## src/rtl/sd_block_arbiter.sv

```systemverilog
// Round-robin arbiter sharing one SD block engine between the FAT walker (0) and the data streamer (1).
// Latency: grant and eng_start one cycle after a request is seen in IDLE; strobes, done and err are same-cycle.
// Backpressure: a grant is held for one whole block; no new grant while the engine reports busy.
module sd_block_arbiter #(
    parameter int ADDR_W      = 32,
    parameter int BLOCK_BYTES = 512
) (
    input  logic              clk,
    input  logic              rst_n,
    input  logic [1:0]        req,
    input  logic [1:0]        op,
    input  logic [ADDR_W-1:0] addr0,
    input  logic [ADDR_W-1:0] addr1,
    input  logic [7:0]        wdata0,
    input  logic [7:0]        wdata1,
    output logic [1:0]        gnt,
    output logic [7:0]        rdata,
    output logic [1:0]        byte_strb,
    output logic [1:0]        done,
    output logic              err,
    output logic              eng_start,
    output logic              eng_op,
    output logic [ADDR_W-1:0] eng_addr,
    output logic [7:0]        eng_wdata,
    input  logic [7:0]        eng_rdata,
    input  logic              eng_byte_done,
    input  logic              eng_block_done,
    input  logic              eng_busy
);
    localparam int CNT_W = $clog2(BLOCK_BYTES) + 1;
    localparam logic [CNT_W-1:0] CNT_FULL = CNT_W'(BLOCK_BYTES);
    localparam logic [CNT_W-1:0] CNT_SAT  = CNT_W'(BLOCK_BYTES + 1);

    typedef enum logic [1:0] {IDLE, START, XFER, RELEASE} state_t;

    state_t           state, state_nxt;
    logic [1:0]       gnt_q;
    logic             last;
    logic [CNT_W-1:0] cnt;
    logic [CNT_W-1:0] cnt_nxt;
    logic [7:0]       rdata_q;
    logic             active;
    logic             strobe;
    logic             block_end;
    logic             count_ok;
    logic             grant_go;
    logic             pick;

    assign active    = (state == START) || (state == XFER);
    assign strobe    = active && eng_byte_done;
    assign block_end = active && eng_block_done;
    // A byte landing in the same cycle as block_done still counts toward the block.
    assign cnt_nxt   = (eng_byte_done && (cnt != CNT_SAT)) ? cnt + 1'b1 : cnt;
    assign count_ok  = (cnt_nxt == CNT_FULL);

    always_comb begin
        state_nxt = state;
        grant_go  = 1'b0;
        case (req)
            2'b10:   pick = 1'b1;
            2'b11:   pick = ~last;
            default: pick = 1'b0;
        endcase
        case (state)
            IDLE: begin
                if ((req != 2'b00) && !eng_busy) begin
                    grant_go  = 1'b1;
                    state_nxt = START;
                end
            end
            START: begin
                if (block_end)     state_nxt = RELEASE;
                else if (eng_busy) state_nxt = XFER;
            end
            XFER: begin
                if (block_end) state_nxt = RELEASE;
            end
            RELEASE: begin
                if (!eng_busy) state_nxt = IDLE;
            end
            default: state_nxt = IDLE;
        endcase
    end

    always_ff @(posedge clk or negedge rst_n) begin
        if (!rst_n) begin
            state     <= IDLE;
            gnt_q     <= 2'b00;
            last      <= 1'b1;
            cnt       <= '0;
            rdata_q   <= 8'h00;
            eng_start <= 1'b0;
            eng_op    <= 1'b0;
            eng_addr  <= '0;
        end else begin
            state     <= state_nxt;
            eng_start <= grant_go;
            if (grant_go) begin
                gnt_q    <= pick ? 2'b10 : 2'b01;
                eng_op   <= op[pick];
                eng_addr <= pick ? addr1 : addr0;
                cnt      <= '0;
            end
            if (active) begin
                cnt <= cnt_nxt;
            end
            if (strobe) begin
                rdata_q <= eng_rdata;
            end
            if (block_end) begin
                gnt_q <= 2'b00;
                last  <= gnt_q[1];
                cnt   <= '0;
            end
        end
    end

    assign gnt       = gnt_q;
    assign byte_strb = strobe ? gnt_q : 2'b00;
    assign rdata     = strobe ? eng_rdata : rdata_q;
    assign done      = (block_end && count_ok) ? gnt_q : 2'b00;
    assign err       = block_end && !count_ok;
    assign eng_wdata = gnt_q[0] ? wdata0 : (gnt_q[1] ? wdata1 : 8'h00);

endmodule

```

## config.mk

```make
export PLATFORM = sky130hd
export DESIGN_NAME = sd_block_arbiter
export DESIGN_NICKNAME = d
export VERILOG_FILES = /design/src/rtl/sd_block_arbiter.sv
export SDC_FILE = /design/constraint.sdc
export NUM_CORES = 1
export LEC_CHECK = 0
export ABC_AREA = 1
export ABC_CLOCK_PERIOD_IN_PS = 2300
export BUFFER_PORTS_ARGS = -buffer_cell sky130_fd_sc_hd__buf_2
export CAP_MARGIN = 15
export CORE_MARGIN = 2
export CORE_UTILIZATION = 32
export DETAILED_ROUTE_END_ITERATION = 12
export HOLD_SLACK_MARGIN = 0.12
export PLACE_DENSITY_LB_ADDON = 0.25
export SLEW_MARGIN = 20
export SYNTH_ARGS = -nofsm -noshare
export SYNTH_HDL_FRONTEND = slang
export SYNTH_SLANG_ARGS = --single-unit
```

## constraint.sdc

```tcl
create_clock -name clk -period 2.3 [get_ports clk]
set_input_delay 0.115 -clock clk [delete_from_list [all_inputs] [get_ports clk]]
set_output_delay 0.115 -clock clk [all_outputs]
set_load 0.03 [all_outputs]
```

==> summary.md <==
| Metric | Value |
|---|---|
| Status | complete, no violations |
| Pin count of the biggest net entering global routing | 36 |
| Die H | 99.3 um |
| Post-synth ARST share | 1.00 |
| R2R Path Start | state[0]$_DFFE_PN0P_ |
| EDFF count, synth | 0 |
| H-tree Lvls | 3 |
| First drt pass iteration count | 4 |
| Synth-to-Final Area Change | 65.5% |
| Met1 usage | 0.227 |
| Vias in the first global route | 3355 |
| I/O Pins | 154 |
| Post-Syn Area per Cell | between 7 and 8 um^2 |
| CTS buffer count | 9 |
| First-pass GRT wire length | 15300 um |
| CTS Sinks | 57 |
| Slowest stage cell, crit path | dlygate4sd3_1 |
| Ant diodes | 0 |
| Slew Limit Headroom | 0.416 |
| Mapped Nets | 469 |
| Routability Congestion | about 0.86 |
| #FFs+latches synth | between 50 and 60 |
| Number of DRC markers in iteration 0 | 124 |
| Syn. warnings | 0 |
| Post-synthesis sequential area ratio | 0.491 |
| Setup violators final | 0 |
| Placed cells | 617 |
| Tmin final | about 2.2 ns |
| Drt total wl | 9510 um |
| Flop-to-flop setup slack | 0.08 ns |
| Pwr Density | 1240 nW/um^2 |
| Met2 Usage GRT | 0.344 |
| Top FF cell, synth | dfrtp_1 |
| Fillers | 800 |
| Initial antenna violation count | 0 |
| Antenna-violating nets left | 0 |
| Leak | ~2.5 nW |
| CTS tree | built |
| Mapped cell area | ~2900 um^2 |
| Gr usage total | 0.195 |
| Min-Delay Endpoint | eng_addr[25]$_DFFE_PN0P_ |
| Count of distinct cell types in the synthesized netlist | 26 |
| Root Driver | clkbuf_8 |
| Pins Over Slew Limit | 0 |
| Final hold vios | 0 |
| Max cap viols | 0 |
| CP peak stage delay | 0.59 ns |
| CP Class | flip-flop to flip-flop |
| Register area | 1430 um^2 |
| Layout cells sized above 1 | 0.334 |
| Dpl hpwl | 6100 um |
| CP max FO | 35 |
| Cells after Synth | 366 |
| Hold Startpoint | addr0[25] |
| Worst-Skew Late Latency | 0.33 ns |
| Most Crowded Layer GR | met2 |
| Arr. time, crit path | 2.48 ns |
| Final Util | 0.549 |
| Fmax | 451 MHz |
| Initial Util | 0.332 |
| R2R depth | 8 |
| Via count | 3345 |
| Final Skew | 0.0119 ns |
| GRT Residual Overflow | 0 |
| Final cell count without fillers | 710 |
| Multi-input logic area | 1350 um^2 |
| Max Buffers Root-to-Sink | 2 |
| DR vias/cell | 4.71 |
| Final nets | 700 |
| Overall die area | just under 10000 um^2 |
| Top area cells in the synthesized netlist | dfrtp_1 (48%), nand2_1 (12%), o21ai_0 (11%), nor2_1 (6.2%), mux2_2 (3.1%) |
| VDD IR max | ~680 uV |
| Crit end category | flip-flop |
| RSZ-0062 raised after global routing | yes |
| Crit-path cells | inv_1, ha_1, inv_1, nor2_2, buf_6, o21ai_0, o21ai_0, dlygate4sd3_1 |
| Fin crit share | 0.964 |
| Hold WC Path Type | primary input to flip-flop |
| Row count | 34 |
| Area fraction of the dominant cell type after synthesis | 0.482 |
| Worst path required time | 2.57 ns |
| Die W | ~99 um |
| Worst Path Buf+Inv | 4 |
| CORE AREA | 8760 um^2 |
| Worst flop-to-flop path endpoint | eng_addr[7]$_DFFE_PN0P_ |
| WL per Instance | 13.4 um |
| Startpoint Class | flip-flop |
| Hold path cells | 3 |
| Residual DRC | 0 |
| Family with the most delay on the worst path | buffers and inverters |
| Met3 usage | 0.0499 |
| Clock slew at reported path FFs | 0.07 ns |
| Area leader, netlist | dfrtp_1 |
| Measured slew at the worst slew-check pin | 0.875 ns |
| Buffers added on ports | between 150 and 200 |
[where the power goes]
part | switching (mW) | leakage (nW) | internal, mW
sequential | 0.259 | 0.716 | 1.42
combinational | 2.02 | 1.65 | 1.25
clock | 0.401 | 0.107 | 0.589
total | 2.68 | 2.47 | 3.26
[flip-flops by register name, indices dropped and copies added, names as in the netlist]
register   flops
eng_addr      32
cnt           10
rdata_q        8
gnt            2
state          2
eng_op         1
eng_start      1
last           1
[timing repair]
action                                 4_1_cts  5_1_grt
setup endpoints to repair                    0       43
gates resized for setup                      0       17
hold buffers                                74        0
endpoints found under the hold margin       65        0
buffers inserted                             0        3
[metal layers]
metal	part of all wire	vias to the layer above
met1	0.42	1528
li1	-	1653
met4	0.012	0
met5	0	-
met3	0.074	12
met2	0.49	152
[per-stage QoR]
step / area [um^2] / hold WS, ns / setup TNS [ns] / power (mW) / setup slack [ns]
2_1_floorplan: 2910 / -0.181 / 0 / 3.54 / 0.496
6_report: 4810 / 0.161 / 0 / 5.94 / 0.0830
3_5_place_dp: 3790 / 0.164 / 0 / 4.40 / 0.419
4_1_cts: 4740 / 0.156 / 0 / 5.90 / 0.0492
3_3_place_gp: 3790 / 0.157 / 0 / 4.36 / 0.480
5_1_grt: 4810 / 0.170 / -1.22 / 6.32 / -0.0900
[tightest hold or removal path: cells and delay by family]
family | cells | cell delay [ns]
compound gates | 2 | 0.25
buf+inv | 1 | 0.08
[placed cells by master (no fill, tap or decap), types with 2 or more instances in the layout]
cell type        n
inv_1           22
ha_1             6
a21oi_1          3
xor2_1           4
o22ai_1          7
nand3_2          2
nor2_1          43
buf_2          150
buf_6            3
nand2_1         90
o21ai_0         65
nand2_2          4
buf_4            5
dlygate4sd3_1   74
mux2_2           8
clkbuf_1         2
dfrtp_1         56
clkbuf_8        12
nand3_1         16
inv_2            3
nor2_2           7
clkinv_1         2
o21ai_1          7
[synthesized netlist by cell type (2+ instances only)]
library cell	count
buf_2	3
nor2_2	2
inv_1	23
o21ai_1	7
xor2_1	4
nor2_1	48
nand2_1	93
clkinv_1	2
ha_1	6
o21ai_0	65
a21oi_1	3
inv_2	2
o22ai_1	7
dfrtp_1	56
clkbuf_1	11
nand3_1	17
mux2_2	8
[area by class of cell]
| type | instances | share of cell area |
|---|---|---|
| clock buffers | 14 | 0.0359 |
| clock inverters | 2 | 0.00729 |
| inverters | 27 | 0.0211 |
| multi-input cells | 268 | 0.280 |
| flip-flops and latches | 57 | 0.297 |
| well taps | 108 | 0.0281 |
| repair buffers | 234 | 0.331 |
[worst max path at each step]
stage,start,to,cells past startpoint
4_1_cts,cnt[1]$_DFFE_PN0P_,done[0],13
2_1_floorplan,cnt[0]$_DFFE_PN0P_,err,8
5_1_grt,last$_DFFE_PN1P_,eng_addr[7]$_DFFE_PN0P_,6
3_5_place_dp,cnt[1]$_DFFE_PN0P_,done[0],13
3_3_place_gp,state[0]$_DFFE_PN0P_,rdata[4],5
6_report,state[0]$_DFFE_PN0P_,eng_addr[7]$_DFFE_PN0P_,8
[logic make-up (layout without fill, tap and decap cells)]
kind of cell,count (synthesis),count (layout),share of synthesized area
AO/OA/AOI/OAI,85,85,0.152
XOR/XNOR,5,5,0.0177
adder cells (fa/ha/maj),6,6,0.0258
buffers and inverters,41,277,0.0543
flip-flops,57,57,0.491
multiplexers,8,8,0.0310
AND/OR/NAND/NOR,164,164,0.227
Power figures use the tool's default switching activity.
